[src/rtl/maverickOne_pkg.sv]
// maverickOne_pkg: shared register-file sizing and types for the maverickOne issue path
package maverickOne_pkg;
  localparam int NUM_REGS = 32;
  localparam int XLEN = 32;
  typedef logic [$clog2(NUM_REGS)-1:0] reg_idx_t;
  typedef logic [NUM_REGS-1:0] locks_t;
endpackage

[src/rtl/reg_lock_ctrl_rr_arbiter.sv]
// rr_arbiter: round-robin one-hot grant; pointer moves past the last handshaken requester
module rr_arbiter #(
  parameter int NUM_WB = 3
) (
  input  logic              clk_i,
  input  logic              arst_i,
  input  logic              clear_i,
  input  logic [NUM_WB-1:0] req_i,
  input  logic [NUM_WB-1:0] hs_i,
  output logic [NUM_WB-1:0] gnt_o
);
  localparam int PW = $clog2(NUM_WB);
  logic [PW-1:0] rr_q, rr_d;
  logic found;
  function automatic int wrap(input int v);
    return v >= NUM_WB ? v - NUM_WB : v;
  endfunction
  always_comb begin
    gnt_o = '0;
    found = 1'b0;
    for (int i = 0; i < NUM_WB; i++)
      if (!found && req_i[wrap(int'(rr_q) + i)]) begin
        gnt_o[wrap(int'(rr_q) + i)] = 1'b1;
        found = 1'b1;
      end
  end
  always_comb begin
    rr_d = rr_q;
    for (int k = 0; k < NUM_WB; k++)
      if (hs_i[k]) rr_d = PW'(wrap(k + 1));
    if (clear_i) rr_d = '0;
  end
  always_ff @(posedge clk_i or posedge arst_i)
    if (arst_i) rr_q <= '0;
    else rr_q <= rr_d;
endmodule

[src/rtl/reg_lock_ctrl.sv]
// reg_lock_ctrl: register-lock scoreboard plus round-robin writeback arbiter onto one RF write port.
// Define REG_LOCK_CTRL_ZERO_REG_EN to make register 0 hard-zero (never locked, never written).
module reg_lock_ctrl #(
  parameter int NUM_REGS = maverickOne_pkg::NUM_REGS,
  parameter int NUM_WB = 3,
  parameter int XLEN = maverickOne_pkg::XLEN
) (
  input  logic                                clk_i,
  input  logic                                arst_i,
  input  logic                                clear_i,
  input  logic                                launch_valid_i,
  input  logic                                launch_ready_i,
  input  logic                                launch_wr_i,
  input  logic [$clog2(NUM_REGS)-1:0]         launch_rd_i,
  input  logic [NUM_WB-1:0]                   wb_valid_i,
  input  logic [NUM_WB*$clog2(NUM_REGS)-1:0]  wb_rd_i,
  input  logic [NUM_WB*XLEN-1:0]              wb_data_i,
  output logic [NUM_WB-1:0]                   wb_ready_o,
  output logic                                rf_wr_en_o,
  output logic [$clog2(NUM_REGS)-1:0]         rf_wr_addr_o,
  output logic [XLEN-1:0]                     rf_wr_data_o,
  output logic [NUM_REGS-1:0]                 locks_o,
  output logic                                busy_o
);
  localparam int RW = $clog2(NUM_REGS);
`ifdef REG_LOCK_CTRL_ZERO_REG_EN
  localparam bit ZeroReg = 1'b1;
`else
  localparam bit ZeroReg = 1'b0;
`endif
  logic [NUM_REGS-1:0] locks_q, locks_d;
  logic                wr_v_q, wr_v_d;
  logic [RW-1:0]       wr_addr_q, wr_addr_d;
  logic [XLEN-1:0]     wr_data_q, wr_data_d;
  rr_arbiter #(.NUM_WB(NUM_WB)) u_arb (
    .clk_i   (clk_i),
    .arst_i  (arst_i),
    .clear_i (clear_i),
    .req_i   (wb_valid_i & {NUM_WB{~(clear_i | arst_i)}}),
    .hs_i    (wb_ready_o),
    .gnt_o   (wb_ready_o)
  );
  always_comb begin
    wr_addr_d = '0;
    wr_data_d = '0;
    for (int k = 0; k < NUM_WB; k++)
      if (wb_ready_o[k]) begin
        wr_addr_d = wb_rd_i[k*RW +: RW];
        wr_data_d = wb_data_i[k*XLEN +: XLEN];
      end
    wr_v_d = |wb_ready_o && !(ZeroReg && wr_addr_d == '0);
  end
  // Set is applied after release so a same-edge relaunch keeps the register locked.
  always_comb begin
    locks_d = locks_q;
    if (wr_v_q) locks_d[wr_addr_q] = 1'b0;
    if (launch_valid_i && launch_ready_i && launch_wr_i) locks_d[launch_rd_i] = 1'b1;
    if (ZeroReg) locks_d[0] = 1'b0;
    if (clear_i) locks_d = '0;
  end
  always_ff @(posedge clk_i or posedge arst_i)
    if (arst_i) begin
      locks_q   <= '0;
      wr_v_q    <= 1'b0;
      wr_addr_q <= '0;
      wr_data_q <= '0;
    end else begin
      locks_q <= locks_d;
      wr_v_q  <= wr_v_d;
      if (|wb_ready_o) begin
        wr_addr_q <= wr_addr_d;
        wr_data_q <= wr_data_d;
      end
    end
  assign rf_wr_en_o   = wr_v_q;
  assign rf_wr_addr_o = wr_addr_q;
  assign rf_wr_data_o = wr_data_q;
  assign locks_o      = locks_q;
  assign busy_o       = |locks_q | wr_v_q;
endmodule

[config.mk]
export PLATFORM = sky130hd
export DESIGN_NAME = reg_lock_ctrl
export DESIGN_NICKNAME = d
export VERILOG_FILES = /design/src/rtl/maverickOne_pkg.sv /design/src/rtl/reg_lock_ctrl_rr_arbiter.sv /design/src/rtl/reg_lock_ctrl.sv
export SDC_FILE = /design/constraint.sdc
export NUM_CORES = 1
export LEC_CHECK = 0
export CORE_UTILIZATION = 44
export DETAILED_ROUTE_END_ITERATION = 10
export PLACE_DENSITY_LB_ADDON = 0.15
export SLEW_MARGIN = 20
export SYNTH_ARGS = -nofsm -noshare
export SYNTH_HDL_FRONTEND = slang
export SYNTH_SLANG_ARGS = --single-unit
[constraint.sdc]
create_clock -name clk_i -period 5.31 [get_ports clk_i]
set_input_delay 0.7965 -clock clk_i [delete_from_list [all_inputs] [get_ports clk_i]]
set_output_delay 0.7965 -clock clk_i [all_outputs]
set_load 0.05 [all_outputs]
==> impl_metrics.csv <==
group,metric,value,unit
outcome,violations,"design-rule violations",
global_route,overflow,0,
global_route,grt_max_degree,40,
global_route,grtUsageTotal,0.286,
final_layout,num_antenna_cells,0,
sta,maxSlewViolCount,0,
routing,drt-initial-drc-count,246,
die,start_util,0.460,
final_layout,fin_nets,761,
pwr,p_leak,2.64,nW
global_route,grt_pass1_vias,4459,
die,core_area,8810,um^2
sta,min_period,4160,ps
final_layout,area_growth_syn_to_layout,54.8,%
synthesis,synth_top_cell_area_share,0.445,
clock_tree,htree_levels,3,
synthesis,yosysTopAreaCell,"dfrtp_1",
clock_tree,cts_sinks,72,
sta,slew-limit-headroom,0.430,
sta,setup_viol,0,
die,fp.dieArea,9580,um^2
die,rows,34,
hold_path,worstHoldPathCells,1,
synthesis,netlist_area,4050,um^2
routing,via_count,4376,
synthesis,yosys_register_bits,72,
pwr,clockPowerShare,0.191,
final_layout,drive_gt1_frac,0.0455,
pwr,powerDensity,445,nW/um^2
synthesis,synth_flop_cell,"dfrtp_1",
setup_path,worst-endpoint-arrival,3360,ps
routing,dr.pass1.iters,10,
job,maxCapViolCount,0,
pwr,power_switching,1.23,mW
pwr,p_int,1.56,mW
placed_design,port_buffers,198,
setup_path,endpoint_kind,"output pin",
clock_tree,clock_latency,340,ps
clock_tree,cts_tree,"built",
clock_tree,numCtsBuffers,9,
global_route,antenna_found_initial,0,
routing,drc,13,
synthesis,ys_types,41,
synthesis,async_flop_share,1.00,
sta,timing.fmax,241,MHz
sta,setup-tns-final,0,ps
clock_tree,post_cts_buffers,0,
routing,finalWirelength,13.5,mm
die,chipHeight,97.9,um
synthesis,synthCells,450,
synthesis,synth-warning-count,0,
setup_path,setup.worst_path.class,"input pin to output pin",
sta,hold_violations,0,
setup_path,worstPathRequired,4510,ps
routing,routed.top_layer,"met4",
synthesis,syn_area_per_cell,8.99,um^2
die,io_pins,199,
sta,period_share,0.783,
global_route,grt_pass1_wl,21.9,mm
sta,clock_skew,14.3,ps
final_layout,layout_common_cells,"clkdlybuf4s50_1, a2bb2oi_1, dfrtp_1",
setup_path,startpoint_type,"input pin",
sta,tightest_slew,854,ps
outcome,status,"finished, violations left",
sta,rsz0062_at_grt,"false",
clock_tree,clockRootBuffer,"clkbuf_8",
placed_design,gp_congestion,0.895,
synthesis,synth_edf_count,0,
routing,met2WireLength,6.55,mm
placed_design,dp_hpwl,9.90,mm
routing,via_per_inst,5.87,
routing,dr_wl_met3,1.40,mm
pwr,p_comb_frac,0.510,
final_layout,fillers,709,
pwr,ir_worst_vdd,0.277,mV
final_layout,layout.cells.most_common,"clkdlybuf4s50_1",
routing,wl_met1,5.29,mm
die,die_x,97.9,um
synthesis,ys_seq_area_frac,0.445,
synthesis,ys_top_cells_by_area,"dfrtp_1, a2bb2oi_1, o21ai_0",
setup_path,crit_fanout,36,
final_layout,utilization,0.711,
hold_path,hold_path_class,"flop to flop",
clock_tree,cts.path.max_buffers,2,
pwr,seqPwrFrac,0.299,
clock_tree,hold_buffers,0,
setup_path,ff2ff_path_depth,9,
synthesis,syn-num-nets,579,
clock_tree,cts_resized,0,
routing,antenna_left,0,
clock_tree,path_clk_slew,80,ps
routing,wl_per_cell,18.2,um
pwr,p_sw_frac,0.440,
-- worst max-delay path, cell delays in order --
cell,delay [ps]
clkdlybuf4s50_1,450
buf_4,340
or2_1,280
or3_1,280
o21ai_0,120
a31oi_1,230
clkdlybuf4s50_1,850
-- power groups by stage --
stage | logic, mW | clock network, mW | registers, mW
floorplan | 0.430 | 0 | 1.31
global placement | 1.40 | 0 | 0.835
detailed placement | 1.42 | 0 | 0.833
CTS | 1.42 | 0.540 | 0.831
global route | 1.48 | 0.564 | 0.853
finish | 1.42 | 0.531 | 0.834
-- final timing paths --
check | start | to | slack, ps
setup / recovery | clear_i | wb_ready_o[1] | 1150
hold / removal | rf_wr_data_o[2] | rf_wr_data_o[2] | 550
setup reg to reg | u_arb.rr_q[1] | rf_wr_data_o[13] | 2090
hold reg to reg | rf_wr_data_o[2] | rf_wr_data_o[2] | 550
max in group asynchronous | arst_i | rf_wr_data_o[22] | 3370
min in group asynchronous | arst_i | rf_wr_data_o[0] | 970
-- flip-flops by register name, summed over array words and instances (netlist names) --
| name | count |
|---|---|
| rf_wr_data_o | 32 |
| u_arb.rr_q | 2 |
| locks_o | 32 |
| rf_wr_en_o | 1 |
| rf_wr_addr_o | 5 |
-- through the flow --
| stage | cells | setup slack, ps | hold slack (ps) | power (mW) | cell area [um^2] |
|---|---|---|---|---|---|
| 2_1_floorplan | 450 | 2020 | 563 | 1.74 | 4050 |
| 3_3_place_gp | 729 | 1240 | 522 | 2.23 | 6010 |
| 3_5_place_dp | 729 | 1180 | 529 | 2.25 | 6010 |
| 4_1_cts | 745 | 1180 | 552 | 2.79 | 6260 |
| 5_1_grt | 745 | 1000 | 572 | 2.90 | 6260 |
| 6_report | 745 | 1150 | 549 | 2.78 | 6260 |
-- layout make-up --
cell class | count | area (um^2) | area share
clock inverter | 6 | 116 | 0.0186
sequential | 72 | 1800 | 0.288
tap | 108 | 135 | 0.0216
multi-input combinational | 301 | 1900 | 0.303
inverter | 44 | 165 | 0.0264
clock buffer | 10 | 128 | 0.0204
timing repair buffer | 204 | 2020 | 0.323
-- synth_stat cells, drive strengths merged, types with 6 or more instances --
library cell  number
a2bb2oi           74
o21ai             73
dfrtp             72
inv               44
nand2             42
a21oi             34
clkbuf            18
buf               15
nor2               8
nor4               8
and3               6
nand3b             6
-- cell families (layout without fill, tap and decap cells) --
logic type / Yosys count / in the layout / synth area share
fa+ha+maj: 4 / 4 / 0.0124
flops: 72 / 72 / 0.445
buf+inv: 77 / 264 / 0.0875
mux: 2 / 2 / 0.00495
simple gates: 102 / 102 / 0.132
compound gates: 193 / 193 / 0.318
-- routing by layer --
layer	vias to the layer above	track usage
met2	258	0.497
met3	25	0.0730
met4	0	0.110
met5	-	0
met1	2091	0.340
li1	2002	-
(Power assumes the default switching activity.)
